===== config.mk =====
export PLATFORM = sky130hd
export DESIGN_NAME = alu_reg_integration
export DESIGN_NICKNAME = d
export VERILOG_FILES = /design/src/rtl/alu_reg_pkg.sv /design/src/rtl/reg_file.sv /design/src/rtl/alu_reg_integration.sv
export SDC_FILE = /design/constraint.sdc
export NUM_CORES = 1
export LEC_CHECK = 0
export CORE_UTILIZATION = 50
export DETAILED_ROUTE_END_ITERATION = 8
export HOLD_SLACK_MARGIN = 0.03
export PLACE_DENSITY_LB_ADDON = 0.25
export SLEW_MARGIN = 20
export SYNTH_ARGS = -nofsm -noshare
export SYNTH_HDL_FRONTEND = slang
export SYNTH_SLANG_ARGS = --single-unit

===== constraint.sdc =====
create_clock -name clk -period 1.2 [get_ports clk]
set_input_delay 0.12 -clock clk [delete_from_list [all_inputs] [get_ports clk]]
set_output_delay 0.12 -clock clk [all_outputs]
set_load 0.02 [all_outputs]

===== src/rtl/alu_reg_pkg.sv =====
// ============================================================================
// Module      : alu_reg_pkg
// Description : Shared opcode encodings and default widths for the
//               logic-unit / register-file datapath.
// Revision    : 1.0 - initial release
// ============================================================================
`default_nettype none

package alu_reg_pkg;

    localparam int DEF_DATA_W = 8;
    localparam int DEF_ADDR_W = 3;

    localparam logic [1:0] OP_AND  = 2'b00;
    localparam logic [1:0] OP_OR   = 2'b01;
    localparam logic [1:0] OP_NAND = 2'b10;
    localparam logic [1:0] OP_NOR  = 2'b11;

endpackage

`default_nettype wire


===== src/rtl/reg_file.sv =====
// ============================================================================
// Module      : reg_file
// Description : Parameterized register array, one synchronous write port,
//               one asynchronous read port, synchronous clear.
// Revision    : 1.0 - initial release
// ============================================================================
`default_nettype none

module reg_file #(
    parameter int DATA_W = 8,
    parameter int ADDR_W = 3
) (
    input  logic              clk,
    input  logic              rst,
    input  logic              we,
    input  logic [ADDR_W-1:0] write_addr,
    input  logic [DATA_W-1:0] write_data,
    input  logic [ADDR_W-1:0] read_addr,
    output logic [DATA_W-1:0] read_data
);

    localparam int C_DEPTH = 2 ** ADDR_W;

    logic [DATA_W-1:0] r_mem_q [C_DEPTH];
    logic [DATA_W-1:0] w_mem_d [C_DEPTH];

    // Clear wins over a simultaneous write.
    always_comb begin
        w_mem_d = r_mem_q;
        if (rst) begin
            for (int i = 0; i < C_DEPTH; i++) begin
                w_mem_d[i] = '0;
            end
        end else if (we) begin
            w_mem_d[write_addr] = write_data;
        end
    end

    always_ff @(posedge clk) begin
        r_mem_q <= w_mem_d;
    end

    assign read_data = r_mem_q[read_addr];

endmodule

`default_nettype wire


===== src/rtl/alu_reg_integration.sv =====
// ============================================================================
// Module      : alu_reg_integration
// Description : 2-bit-opcode bitwise logic unit whose result is captured in
//               an 8-entry register file with a combinational read port.
// Revision    : 1.0 - initial release
// ============================================================================
`default_nettype none

module alu_reg_integration
    import alu_reg_pkg::*;
#(
    parameter int DATA_W = DEF_DATA_W,
    parameter int ADDR_W = DEF_ADDR_W
) (
    input  logic              clk,
    input  logic              rst,
    input  logic              we,
    input  logic [DATA_W-1:0] A,
    input  logic [DATA_W-1:0] B,
    input  logic [1:0]        opcode,
    input  logic [ADDR_W-1:0] write_addr,
    input  logic [ADDR_W-1:0] read_addr,
    output logic [DATA_W-1:0] read_data
);

    logic [DATA_W-1:0] w_alu_result;

    always_comb begin
        w_alu_result = '0;
        case (opcode)
            OP_AND:  w_alu_result = A & B;
            OP_OR:   w_alu_result = A | B;
            OP_NAND: w_alu_result = ~(A & B);
            OP_NOR:  w_alu_result = ~(A | B);
            default: w_alu_result = '0;
        endcase
    end

    reg_file #(
        .DATA_W (DATA_W),
        .ADDR_W (ADDR_W)
    ) u_reg_file (
        .clk        (clk),
        .rst        (rst),
        .we         (we),
        .write_addr (write_addr),
        .write_data (w_alu_result),
        .read_addr  (read_addr),
        .read_data  (read_data)
    );

endmodule

`default_nettype wire


Word level (Yosys, flattened, before mapping):

Cells that the tools add are included.

* muxes and demuxes: 7
* bitwise operators: 6
* reductions and logical operators: 2
* equality and inequality tests: 3
* order comparisons: 3

Operators with widths (count)
* $bwmux 64: 1
* $pmux 8 s4: 1
* $bmux 8 s3: 1
* $demux 8 s3: 1
* $mux 8: 3
* $not 8->8: 2
* $and 8x8->8: 1
* $ge 4x4->1 const B: 2
* $not 3->4: 2
* $or 8x8->8: 1
* $eq 2x2->1 const B: 2
* $lt 4x1->1 const B: 1
* $eq 2x1->1 const B: 1
* $logic_not 2->1: 1
* $logic_and 1x1->1: 1

* register bits: 64
* logic and storage cells: 29
* input bits: 27

Logic depth before layout (Yosys ltp):

* depth in word-level cells: 6
* gate-level depth with buffers: 5

By module:

A second synthesis with hierarchy kept.

* cells, all modules: 319
* area total of the unflattened synthesis: 3099.2 µm²

By module, submodules not included
* reg_file: instances 1, cells an instance 301, area an instance 2922.8 µm², sequential area each 1281.2 µm²
* alu_reg_integration: instances 1, cells an instance 18, area an instance 176.4 µm², sequential area each 0.0 µm²

Worst setup path before layout:

OpenSTA, ideal clock, no wires.

* kind: in2out
* from: in read_addr[0]
* to: out read_data[5]
* stages: 4
* required time: 1.080 ns
* buffers on the path: 2
* setup slack: -0.088 ns
* data arrival time: 1.168 ns
* path through: buf_6 buf_12 mux4_2 mux2_2

* word-level cells in the longest chain between the ends: 4

Ends and longest elaborated chain
* start, declared: line alu_reg_integration.sv:22 `input logic [ADDR_W-1:0] read_addr,`
* $not 3->4 (not written as such): line reg_file.sv:43 `assign read_data = r_mem_q[read_addr];`
* $bmux 8 s3: line reg_file.sv:43
* $mux 8 (not written as such) (2 in a row): line reg_file.sv:43
* end, declared: line alu_reg_integration.sv:23 `output logic [DATA_W-1:0] read_data`

No other way between the ends. The select of a mux whose other input is x is not followed.

Final worst setup path:

* from: reg u_reg_file.r_mem_q[39] (netlist name)
* to: out read_data[7]

* word-level cells in the longest chain between the ends: 3

Ends and longest elaborated chain
* start, declared: line reg_file.sv:24 `logic [DATA_W-1:0] r_mem_q [C_DEPTH];`
* start signal, assigned: line reg_file.sv:40 `r_mem_q <= w_mem_d;`
* $bmux 8 s3: line reg_file.sv:43
* $mux 8 (not written as such) (2 in a row): line reg_file.sv:43

No other way between the ends. The select of a mux whose other input is x is not followed.

==> flow_summary_export.csv <==
group,metric,value,unit
cts,clkLatencyLatePin,0.33,ns
global_routing,grtUsageTotal,0.259,
placement,portBuffers,34,
timing,worst_pin_slew,0.364,ns
logic_synthesis,netlist_area,3010,sq um
final_layout,diodes,0,
worst_setup_path,cp_data_required_time,1.08,ns
global_routing,grt_max_degree,65,
global_routing,grt_pass1_vias,2290,
floorplan,dieArea,6330,sq um
timing,min_period,1.66,ns
cts,cts_htree_levels,3,
cts,clkSinkCount,64,
final_layout,regMostFlops,"u_reg_file.r_mem_q",
worst_setup_path,crit_fanout,2,
global_routing,antenna_found_initial,0,
cts,cts-root-buf,"clkbuf_8",
power_and_ir_drop,leakage,1.46,nW
cts,cts_tree,"done",
detailed_routing,vias,2369,
final_layout,layout_common_cells,"nor2_1 (64), dfxtp_1 (52), a211oi_1 (50)",
run,maxCapViolCount,0,
floorplan,initial_utilization,0.533,
floorplan,core_area,5640,sq um
worst_setup_path,cp-start-kind,"flip-flop",
placement,dp.cells,367,
placement,gp_congestion,0.719,
timing,finalMaxSlewViolations,0,
power_and_ir_drop,power,5.05,mW
final_layout,nets,345,
status,violations,"negative setup slack",
placement,post-place-ws,-1.15,ns
final_layout,mostFrequentLayoutCell,"nor2_1",
detailed_routing,postRouteAntennaNets,0,
cts,path_clk_slew,0.07,ns
final_layout,area_delta_synth_final,37.3,%
floorplan,dieWidth,79.6,microns
worst_setup_path,reg2reg_depth,2,
timing,whs,0.292,ns
floorplan,rows,27,
timing,setup_ws,-0.463,ns
cts,clk_path_buf_depth,2,
detailed_routing,drt_iter0_drc,220,
min_path,min_to,"u_reg_file.r_mem_q[45]",
logic_synthesis,yosysWarnings,0,
detailed_routing,first_pass_iters,4,
logic_synthesis,ys_seq_elements,64,
timing,rsz0062_at_grt,"true",
final_layout,largestRegisters,"u_reg_file.r_mem_q (64)",
min_path,hold_path_depth,3,
power_and_ir_drop,p_per_area,1220,nW/um^2
logic_synthesis,avgSynthCellArea,11.2,sq um
worst_setup_path,end_kind,"output port",
final_layout,final_cells,394,
logic_synthesis,synthDistinctLibCells,21,
final_layout,largest_reg_flops,64,
logic_synthesis,ys_seq_area_frac,0.426,
floorplan,io_pins,35,
global_routing,gr-total-overflow,0,
timing,max_slew_margin,0.757,
final_layout,drive_gt1_frac,0.407,
worst_setup_path,rrSetupSlack,0.45,ns
power_and_ir_drop,peakVddDrop,0.934,mV
timing,setup_violations,8,
worst_setup_path,r2r_start,"u_reg_file.r_mem_q[59]",
placement,place_hpwl,4190,microns
detailed_routing,wl,7970,microns
detailed_routing,drt-wirelength-per-cell,20.2,microns
worst_setup_path,rr_endpoint,"u_reg_file.r_mem_q[59]",
worst_setup_path,cp_data_arrival_time,1.54,ns
min_path,hold_class,"primary input to flip-flop",
worst_setup_path,critPathKind,"flip-flop to output port",
cts,cts_inserted_buffers,9,
final_layout,final.fill_count,377,
floorplan,fp.dieH,79.6,microns
detailed_routing,vias_per_cell,6.01,
timing,finalHoldViolCount,0,
cts,cts_hold_buf,0,
min_path,min_from,"rst",
status,status,"finished, violations left",
timing,clock_skew,0,ns
logic_synthesis,syn_inst,269,
logic_synthesis,syn_nets,296,
global_routing,grt_pass1_wl,12000,microns
timing,post-route-period-util,1.39,
timing,fmax,0.601,GHz
detailed_routing,drcViolationCount,0,
## cells in the mapped netlist
| master | number | share of area |
|---|---|---|
| a211oi_1 | 63 | 0.16 |
| mux4_1 | 9 | 0.079 |
| nor4bb_1 | 1 | 0.0033 |
| buf_12 | 1 | 0.0067 |
| dfxtp_1 | 64 | 0.43 |
| buf_4 | 4 | 0.010 |
| clkbuf_1 | 6 | 0.0075 |
| mux2_2 | 3 | 0.011 |
| nor4b_4 | 1 | 0.0079 |
| and4b_1 | 3 | 0.010 |
| and4bb_2 | 2 | 0.0083 |
| mux4_2 | 7 | 0.052 |
| buf_2 | 11 | 0.018 |
| xnor2_2 | 8 | 0.043 |
| and4_1 | 1 | 0.0029 |
| a211oi_2 | 1 | 0.0042 |
| buf_1 | 2 | 0.0025 |
| mux2_4 | 5 | 0.025 |
| nor2_1 | 64 | 0.080 |
| buf_6 | 5 | 0.019 |
| maj3_1 | 8 | 0.027 |
## through the flow
stage	TNS (ns)	util	instance area [sq um]
3_5_place_dp	-48.25	0.626	3530
5_1_grt	-3.97	0.732	4130
2_1_floorplan	-0.333	-	3030
3_3_place_gp	-46.56	0.626	3530
6_report	-3.61	0.732	4130
4_1_cts	-3.72	0.691	3900
## timing repair
item,4_1_cts,5_1_grt
resized for setup,87,38
pin swaps,4,13
cloned,2,3
setup endpoints to repair,72,66
buffers inserted,2,6
## worst max-delay path by stage
stage,startpoint,endpoint,slack (ns)
6_report,u_reg_file.r_mem_q[39],read_data[7],-0.46
3_5_place_dp,read_addr[0],read_data[7],-1.15
3_3_place_gp,read_addr[0],read_data[4],-1.13
4_1_cts,u_reg_file.r_mem_q[39],read_data[7],-0.49
2_1_floorplan,read_addr[0],read_data[5],-0.06
5_1_grt,u_reg_file.r_mem_q[39],read_data[7],-0.51
## routing by layer
| layer | global-route usage | up-vias | wire length [microns] |
|---|---|---|---|
| li1 | - | 1103 | - |
| met1 | 0.345 | 1144 | 3140 |
| met5 | 0 | - | 0 |
| met4 | 0.0818 | 0 | 166 |
| met2 | 0.412 | 107 | 4040 |
| met3 | 0.0651 | 15 | 617 |
## power breakdown
part | switching (mW) | internal (mW) | total, mW
Sequential | 0.0403 | 2.20 | 2.24
Clock | 0.793 | 1.11 | 1.90
Combinational | 0.434 | 0.467 | 0.901
Total | 1.27 | 3.78 | 5.05
## critical path: stages, from the launching register on
cell and delay, ns:
dfxtp_2 0.32, mux4_2 0.46, mux2_4 0.29, buf_6 0.13
## kinds of logic (layout without fill, tap and decap cells)
kind of cell               Yosys count  after routing  share of synthesized area
and+or+nand+nor                     72             72                      0.112
AOI/OAI and AO/OA                   64             64                      0.161
DFF                                 64             64                      0.426
buffers and inverters               29             82                     0.0636
muxes                               24             24                      0.167
adders and majority gates            8              8                     0.0266
xor gates and xnor gates             8              8                     0.0432
## layout make-up
| type | count | area [sq um] | share of cell area |
|---|---|---|---|
| multi-input combinational | 176 | 1710 | 0.415 |
| sequential | 64 | 1300 | 0.314 |
| timing repair buffer | 67 | 825 | 0.200 |
| clock buffer | 12 | 165 | 0.0400 |
| tap | 72 | 90.1 | 0.0218 |
| clock inverter | 3 | 40.0 | 0.00969 |
Note: power is estimated with default switching activity, not from simulation.
